### config.mk
export PLATFORM = sky130hd
export DESIGN_NAME = mux21_arbiter_flat
export DESIGN_NICKNAME = d
export VERILOG_FILES = /design/src/rtl/mux21_arbiter_if.sv /design/src/rtl/mux21_arbiter.sv /design/src/flat_wrapper.sv
export SDC_FILE = /design/constraint.sdc
export NUM_CORES = 1
export LEC_CHECK = 0
export ABC_AREA = 0
export CAP_MARGIN = 40
export CORE_ASPECT_RATIO = 1.5
export CORE_UTILIZATION = 48
export DETAILED_ROUTE_END_ITERATION = 8
export PLACE_DENSITY = 0.94
export SLEW_MARGIN = 20
export SYNTH_ARGS = -nofsm -noshare
export SYNTH_HDL_FRONTEND = slang
export SYNTH_SLANG_ARGS = --single-unit
### constraint.sdc
create_clock -name clk_i -period 3.8 [get_ports clk_i]
set_clock_uncertainty 0.2 [all_clocks]
set_input_delay 0.57 -clock clk_i [delete_from_list [all_inputs] [get_ports clk_i]]
set_output_delay 0.57 -clock clk_i [all_outputs]
set_load 0.01 [all_outputs]
### src/rtl/mux21_arbiter_if.sv
// Two-requester / one-sink bus of the shared 2:1 datapath mux sequencer.
// The master modport is the requester+consumer side, the slave modport is the arbiter.
interface mux21_arbiter_if #(
    parameter int WIDTH = 32,
    parameter int CNT_W = 16
);
    logic             req_a;
    logic [WIDTH-1:0] A;
    logic             ack_a;
    logic             req_b;
    logic [WIDTH-1:0] B;
    logic             ack_b;
    logic             ctrl;
    logic [WIDTH-1:0] S;
    logic             S_valid;
    logic             S_ready;
    logic [CNT_W-1:0] xfer_cnt;

    modport master (
        output req_a, A, req_b, B, S_ready,
        input  ack_a, ack_b, ctrl, S, S_valid, xfer_cnt
    );

    modport slave (
        input  req_a, A, req_b, B, S_ready,
        output ack_a, ack_b, ctrl, S, S_valid, xfer_cnt
    );
endinterface

### src/rtl/mux21_arbiter.sv
// Round-robin 2:1 arbiter feeding one registered output word; req -> S_valid in 1 cycle, 1 word/cycle.
// Holds S until S_ready; MUX21_ARB_FIXED_PRIO_EN selects fixed priority (A wins ties).
module mux21_arbiter #(
    parameter int WIDTH = 32,
    parameter int CNT_W = 16
) (
    input  logic              clk_i,
    input  logic              rst_ni,
    mux21_arbiter_if.slave    bus
);
    typedef enum logic {EMPTY = 1'b0, FULL = 1'b1} state_t;

    state_t           state_q, state_d;
    logic             hshake, load, grant_a, grant_b;
    logic [WIDTH-1:0] s_q, s_d;
    logic             ctrl_q, ctrl_d;
    logic [CNT_W-1:0] cnt_q, cnt_d;
`ifndef MUX21_ARB_FIXED_PRIO_EN
    logic             last_b_q, last_b_d;
`endif

    always_ff @(posedge clk_i) begin
        if (!rst_ni) begin
            state_q <= EMPTY;
        end else begin
            state_q <= state_d;
        end
    end

    always_comb begin
        state_d = state_q;
        if (grant_a || grant_b) begin
            state_d = FULL;
        end else if (hshake) begin
            state_d = EMPTY;
        end
    end

    // Acks gated by reset so nothing is granted while rst_ni is low.
    always_comb begin
        hshake  = (state_q == FULL) && bus.S_ready;
        load    = rst_ni && ((state_q == EMPTY) || hshake);
        grant_a = 1'b0;
        grant_b = 1'b0;
        if (load) begin
`ifdef MUX21_ARB_FIXED_PRIO_EN
            grant_a = bus.req_a;
            grant_b = bus.req_b && !bus.req_a;
`else
            grant_a = bus.req_a && (!bus.req_b || last_b_q);
            grant_b = bus.req_b && (!bus.req_a || !last_b_q);
`endif
        end
    end

    always_comb begin
        s_d    = s_q;
        ctrl_d = ctrl_q;
        if (grant_a) begin
            s_d    = bus.A;
            ctrl_d = 1'b0;
        end else if (grant_b) begin
            s_d    = bus.B;
            ctrl_d = 1'b1;
        end
        cnt_d = cnt_q + CNT_W'(hshake);
    end

`ifndef MUX21_ARB_FIXED_PRIO_EN
    always_comb begin
        last_b_d = last_b_q;
        if (grant_a) begin
            last_b_d = 1'b0;
        end else if (grant_b) begin
            last_b_d = 1'b1;
        end
    end

    // Reset to "B granted last" so A wins the first tie.
    always_ff @(posedge clk_i) begin
        if (!rst_ni) begin
            last_b_q <= 1'b1;
        end else begin
            last_b_q <= last_b_d;
        end
    end
`endif

    always_ff @(posedge clk_i) begin
        if (!rst_ni) begin
            s_q    <= '0;
            ctrl_q <= 1'b0;
            cnt_q  <= '0;
        end else begin
            s_q    <= s_d;
            ctrl_q <= ctrl_d;
            cnt_q  <= cnt_d;
        end
    end

    assign bus.ack_a    = grant_a;
    assign bus.ack_b    = grant_b;
    assign bus.ctrl     = ctrl_q;
    assign bus.S        = s_q;
    assign bus.S_valid  = (state_q == FULL);
    assign bus.xfer_cnt = cnt_q;
endmodule

### src/flat_wrapper.sv
// flat-port wrapper written by rule: the top's interface ports become plain ports
module mux21_arbiter_flat 
#(
    parameter int WIDTH = 32,
    parameter int CNT_W = 16
)
  (clk_i, rst_ni, bus_req_a, bus_A, bus_req_b, bus_B, bus_S_ready, bus_ack_a, bus_ack_b, bus_ctrl, bus_S, bus_S_valid, bus_xfer_cnt);
  mux21_arbiter_if #(.WIDTH(WIDTH), .CNT_W(CNT_W)) bus_i ();
  input  logic clk_i;
  input  logic rst_ni;
  input wire logic [$bits(bus_i.req_a)-1:0] bus_req_a;
  input wire logic [$bits(bus_i.A)-1:0] bus_A;
  input wire logic [$bits(bus_i.req_b)-1:0] bus_req_b;
  input wire logic [$bits(bus_i.B)-1:0] bus_B;
  input wire logic [$bits(bus_i.S_ready)-1:0] bus_S_ready;
  output wire logic [$bits(bus_i.ack_a)-1:0] bus_ack_a;
  output wire logic [$bits(bus_i.ack_b)-1:0] bus_ack_b;
  output wire logic [$bits(bus_i.ctrl)-1:0] bus_ctrl;
  output wire logic [$bits(bus_i.S)-1:0] bus_S;
  output wire logic [$bits(bus_i.S_valid)-1:0] bus_S_valid;
  output wire logic [$bits(bus_i.xfer_cnt)-1:0] bus_xfer_cnt;
  assign bus_i.req_a = bus_req_a;
  assign bus_i.A = bus_A;
  assign bus_i.req_b = bus_req_b;
  assign bus_i.B = bus_B;
  assign bus_i.S_ready = bus_S_ready;
  assign bus_ack_a = bus_i.ack_a;
  assign bus_ack_b = bus_i.ack_b;
  assign bus_ctrl = bus_i.ctrl;
  assign bus_S = bus_i.S;
  assign bus_S_valid = bus_i.S_valid;
  assign bus_xfer_cnt = bus_i.xfer_cnt;
  mux21_arbiter #(.WIDTH(WIDTH), .CNT_W(CNT_W)) u_core (.clk_i(clk_i), .rst_ni(rst_ni), .bus(bus_i));
endmodule
# ---- Yosys cells after proc, flatten, opt, wreduce, memory -nomap -nowiden
# Cells that the tools add are included.
dict set report totals {
  regBits 51
  output_inout_bits 52
  word_cells 30
}
dict set report classes {
  n_addsub 1
  muxes 8
  n_bitwise 2
  n_reduce_logical 14
}
# cell n
set op_table {}
lappend op_table {{$mux W32} 2}
lappend op_table {{$add A16 B1 Y16} 1}
lappend op_table {{$mux W1} 6}
lappend op_table {{$logic_and A1 B1 Y1} 4}
lappend op_table {{$logic_or A1 B1 Y1} 4}
lappend op_table {{$reduce_bool A2 Y1} 2}
lappend op_table {{$logic_not A1 Y1} 3}
lappend op_table {{$not A1 Y1} 2}
lappend op_table {{$reduce_or A2 Y1} 1}

# ---- Logic depth before layout (Yosys ltp)
dict set report depth {
  depth_word 6
  depth_mapped 6
  mapped_depth_nobuf 6
}

# ---- Least setup slack after synthesis
# No wires, ideal clock.
dict set report synth_path {
  path_type {input port to flip-flop}
  from {input bus_S_ready}
  to {register u_core.cnt_q[10] (netlist: u_core.bus.xfer_cnt[10])}
  setup_time_ps 70
  t_arrival_ps 1936
  required_ps 3530
  slack_ps 1594
  cell_stages 6
  path_buffers 0
  path_cell_list {and2_1 > ha_1 > ha_1 > nand4_2 > or4_1 > a21oi_1}
}
dict set report synth_between {
  elab_chain_cells 2
}
# element line_no
set synth_lines {}
lappend synth_lines {{from (decl)} flat_wrapper.sv:15} ;# input wire logic [$bits(bus_i.S_ready)-1:0] bus_S_ready;
lappend synth_lines {{$logic_and A1 B1 Y1} mux21_arbiter.sv:41} ;# hshake = (state_q == FULL) && bus.S_ready;
lappend synth_lines {{$add A16 B1 Y16} mux21_arbiter.sv:66} ;# cnt_d = cnt_q + CNT_W'(hshake);
lappend synth_lines {{to (signal assigned)} mux21_arbiter.sv:97} ;# cnt_q <= cnt_d;
lappend synth_lines {{to (decl)} mux21_arbiter.sv:17} ;# logic [CNT_W-1:0] cnt_q, cnt_d;
# Every way passes these cells.
# A chain may end at the register's enable or synchronous reset.

# ---- Worst setup path in the final report
dict set report layout_path {
  from {input bus_S_ready}
  to {output bus_ack_a}
}
dict set report layout_between {
  elab_chain_cells 4
}
# element line_no
set layout_lines {}
lappend layout_lines {{$logic_and A1 B1 Y1} mux21_arbiter.sv:41}
lappend layout_lines {{$logic_or A1 B1 Y1} mux21_arbiter.sv:42} ;# load = rst_ni && ((state_q == EMPTY) || hshake);
lappend layout_lines {{$logic_and A1 B1 Y1} mux21_arbiter.sv:42}
lappend layout_lines {{$mux W1} mux21_arbiter.sv:45} ;# if (load) begin
lappend layout_lines {{to (decl)} flat_wrapper.sv:16} ;# output wire logic [$bits(bus_i.ack_a)-1:0] bus_ack_a;
# Every way passes these cells.

==> results.md <==
* Fin area at around 4300 µm²
* # setup viols final at 0
* Worst r2r src: u_core.bus.S_valid
* Total vias in the final route at approximately 3400
* Total Wirelength at between 8 and 9 mm
* Met1 wire length at around 3.6 mm
* Iteration-0 DRC Markers at 235
* DR WL/cell at approximately 17 µm
* Slowest CP cell: clkdlybuf4s50_1
* Max-slew violations at 0
* Final worst slack at just under 0.7 ns
* DRT Pass-1 Iters at 5
* Area leader, netlist: dfxtp_1
* Share of cells above drive strength 1 at 0.120
* Placed Instance Area at 4220 µm²
* CP max FO at 22
* Mean Syn Cell Area at between 8 and 9 µm²
* Total track usage at 0.272
* Area contributors post-synth: dfxtp_1 (33%), o311a_1 (10%), a41oi_1 (9.1%)
* Fmax at roughly 320 MHz
* DRC viols at 0
* Synthesized Nets at between 400 and 500
* Seq/Total Area, Yosys at 0.332
* Worst-Skew Late Latency at 0.31 ns
* Met3 WL at between 400 and 500 µm
* CTS H-tree lvls at 2
* Die X at 67.4 µm
* Final antenna-violating net count at 0
* Unrepaired setup endpoints after global routing: false
* # Post-CTS Setup Buffers at 0
* Crit path top cell by count: clkdlybuf4s50_1
* Core Area at between 6000 and 7000 µm²
* Layout area overhead at 40.1%
* Initial antenna violation count at 0
* Met2 Routed Length at about 4.7 mm
* Max_cap viols at 0
* VDD IR max at 0.194 mV
* Reg2reg path depth at 3
* Critical path endpoint category: output port
* Worst slew margin at 0.504
* Final hold violation count at 0
* Yosys reg bits at between 50 and 60
* Height of the die at ~100 µm
* Pin count of the biggest net entering global routing at around 80
* Ys Warns at 0
* Leakage at ~1.7 nW
* Critical path's largest stage delay at between 0.5 and 0.6 ns
* Worst Setup EP: bus_ack_a
* Commonest non-fill, non-tap cell in the layout: clkdlybuf4s50_1
* Vias per cell at 6.38
* Gate Count Post-Synth at 374
* Hold_buf cts at 0
* N_diodes at 0
* CTS clk-pin slew, worst paths at roughly 0.10 ns
* PD cells at 297 nW/µm²
* HPWL after DPL at between 5 and 6 mm
* Post-CTS Resized at 0
* CTS tree: yes
* Post-place setup slack at ~0.69 ns
* Uppermost layer routed: met4
* Nets at ~530
* Hold Crit Class: reg2reg
* Final Util at 0.698
* Setup tns final at 0 ns
* Num rows at 35
* IO Pins at 121
* Period utilization at 0.819
* First-pass GRT wire length at roughly 14 mm
* Crit-path cells: clkdlybuf4s50_1 -> nand2b_2 -> and4_1 -> clkdlybuf4s50_1
* Type of origin of the critical path: input pin
* Min Tclk post-route at approximately 3.1 ns
* TritonCTS Sinks at 51
* R2R setup slack at ~1.5 ns
* Arr. time, crit path at approximately 2.3 ns
* Crit path kind: in2out
* Final Wtd Congestion at a little under 0.8
* Outcome: complete, no violations
* Overflow after GRT at 0
* Cts bufs inserted at 5
* Number of global-route vias before repair at about 3200
* Initial Util at 0.498
* Slew @ Worst Pin at about 0.74 ns
* Port Buffer Count at 120
* Die area at between 6000 and 7000 µm²
* Launch point of the critical path: bus_S_ready
* Synth cell types at 34
* Yosys top cell area share at 0.332
* CTS max path bufs at 2
* Area of the mapped netlist at roughly 3100 µm²
* CP Data Required Time at between 3 and 4 ns
* Hold_ws at approximately 0.31 ns
* Commonest cells after routing, fill and taps aside: clkdlybuf4s50_1 (118), dfxtp_1 (51), nand2_1 (40)
* Root Buffer: clkbuf_8
* R2R Path End: u_core.bus.S[30]
-- state kept, by name, indices dropped and copies added, names as in the netlist --
register	flops
u_core.bus.S_valid	1
u_core.bus.S	32
u_core.bus.xfer_cnt	16
u_core.bus.ctrl	1
u_core.last_b_q	1
-- critical path, delay by kind of cell --
kind,cells,cell delay (ns)
buffers and inverters,2,1.05
and+or+nand+nor,2,0.71
-- synthesized netlist by cell type (all sizes together) --
cell / n
a211oi: 1
a21oi: 8
a31o: 32
a31oi: 1
a41oi: 32
and2: 3
and4: 2
buf: 25
clkbuf: 25
clkinv: 1
dfxtp: 51
ha: 3
inv: 35
mux2i: 4
nand2: 40
nand2b: 6
nand3: 7
nand4: 5
nor2: 4
nor2b: 2
nor4: 36
o21a: 1
o21ai: 3
o311a: 32
o31ai: 4
or2: 1
or3: 3
or4: 4
xnor2: 1
xor2: 2
-- power breakdown --
| part | leakage [nW] | switching, mW | internal [mW] |
|---|---|---|---|
| Combinational | 1.19 | 0.157 | 0.198 |
| Sequential | 0.419 | 0.0195 | 0.567 |
| Clock | 0.0491 | 0.201 | 0.136 |
| Total | 1.66 | 0.378 | 0.901 |
-- worst min path at each step --
stage / from / end / slack, ns / cells past startpoint
2_1_floorplan: u_core.last_b_q / u_core.last_b_q / 0.28 / 2
3_5_place_dp: u_core.bus.ctrl / u_core.bus.ctrl / 0.29 / 1
3_3_place_gp: u_core.bus.ctrl / u_core.bus.ctrl / 0.25 / 1
6_report: u_core.bus.ctrl / u_core.bus.ctrl / 0.31 / 1
5_1_grt: u_core.bus.xfer_cnt[14] / u_core.bus.xfer_cnt[14] / 0.34 / 2
4_1_cts: u_core.bus.xfer_cnt[15] / u_core.bus.xfer_cnt[15] / 0.31 / 2
-- routing by layer --
metal | vias to the layer above | track usage
met5 | - | 0
met4 | 0 | 0.124
met3 | 26 | 0.0318
met2 | 150 | 0.474
met1 | 1621 | 0.323
li1 | 1608 | -
-- stage by stage --
stage,total power [mW],instances
2_1_floorplan,0.786,374
3_3_place_gp,0.942,526
3_5_place_dp,0.952,526
4_1_cts,1.28,534
5_1_grt,1.33,534
6_report,1.28,534
-- final cells by class --
type	count	area, µm²
tap	74	92.6
inverter	36	135
clock buffer	5	68.8
clock inverter	3	26.3
multi-input combinational	237	1710
fill	506	1860
timing repair buffer	128	1250
sequential	51	1020
-- logic make-up (layout without fill, tap and decap cells) --
kind of cell | after synthesis | in the layout | synth area share
buf+inv | 86 | 172 | 0.113
flops | 51 | 51 | 0.332
compound gates | 114 | 114 | 0.321
simple gates | 113 | 113 | 0.200
mux | 4 | 4 | 0.0130
fa+ha+maj | 3 | 3 | 0.0122
xor+xnor | 3 | 3 | 0.00854
(Power assumes the default switching activity.)
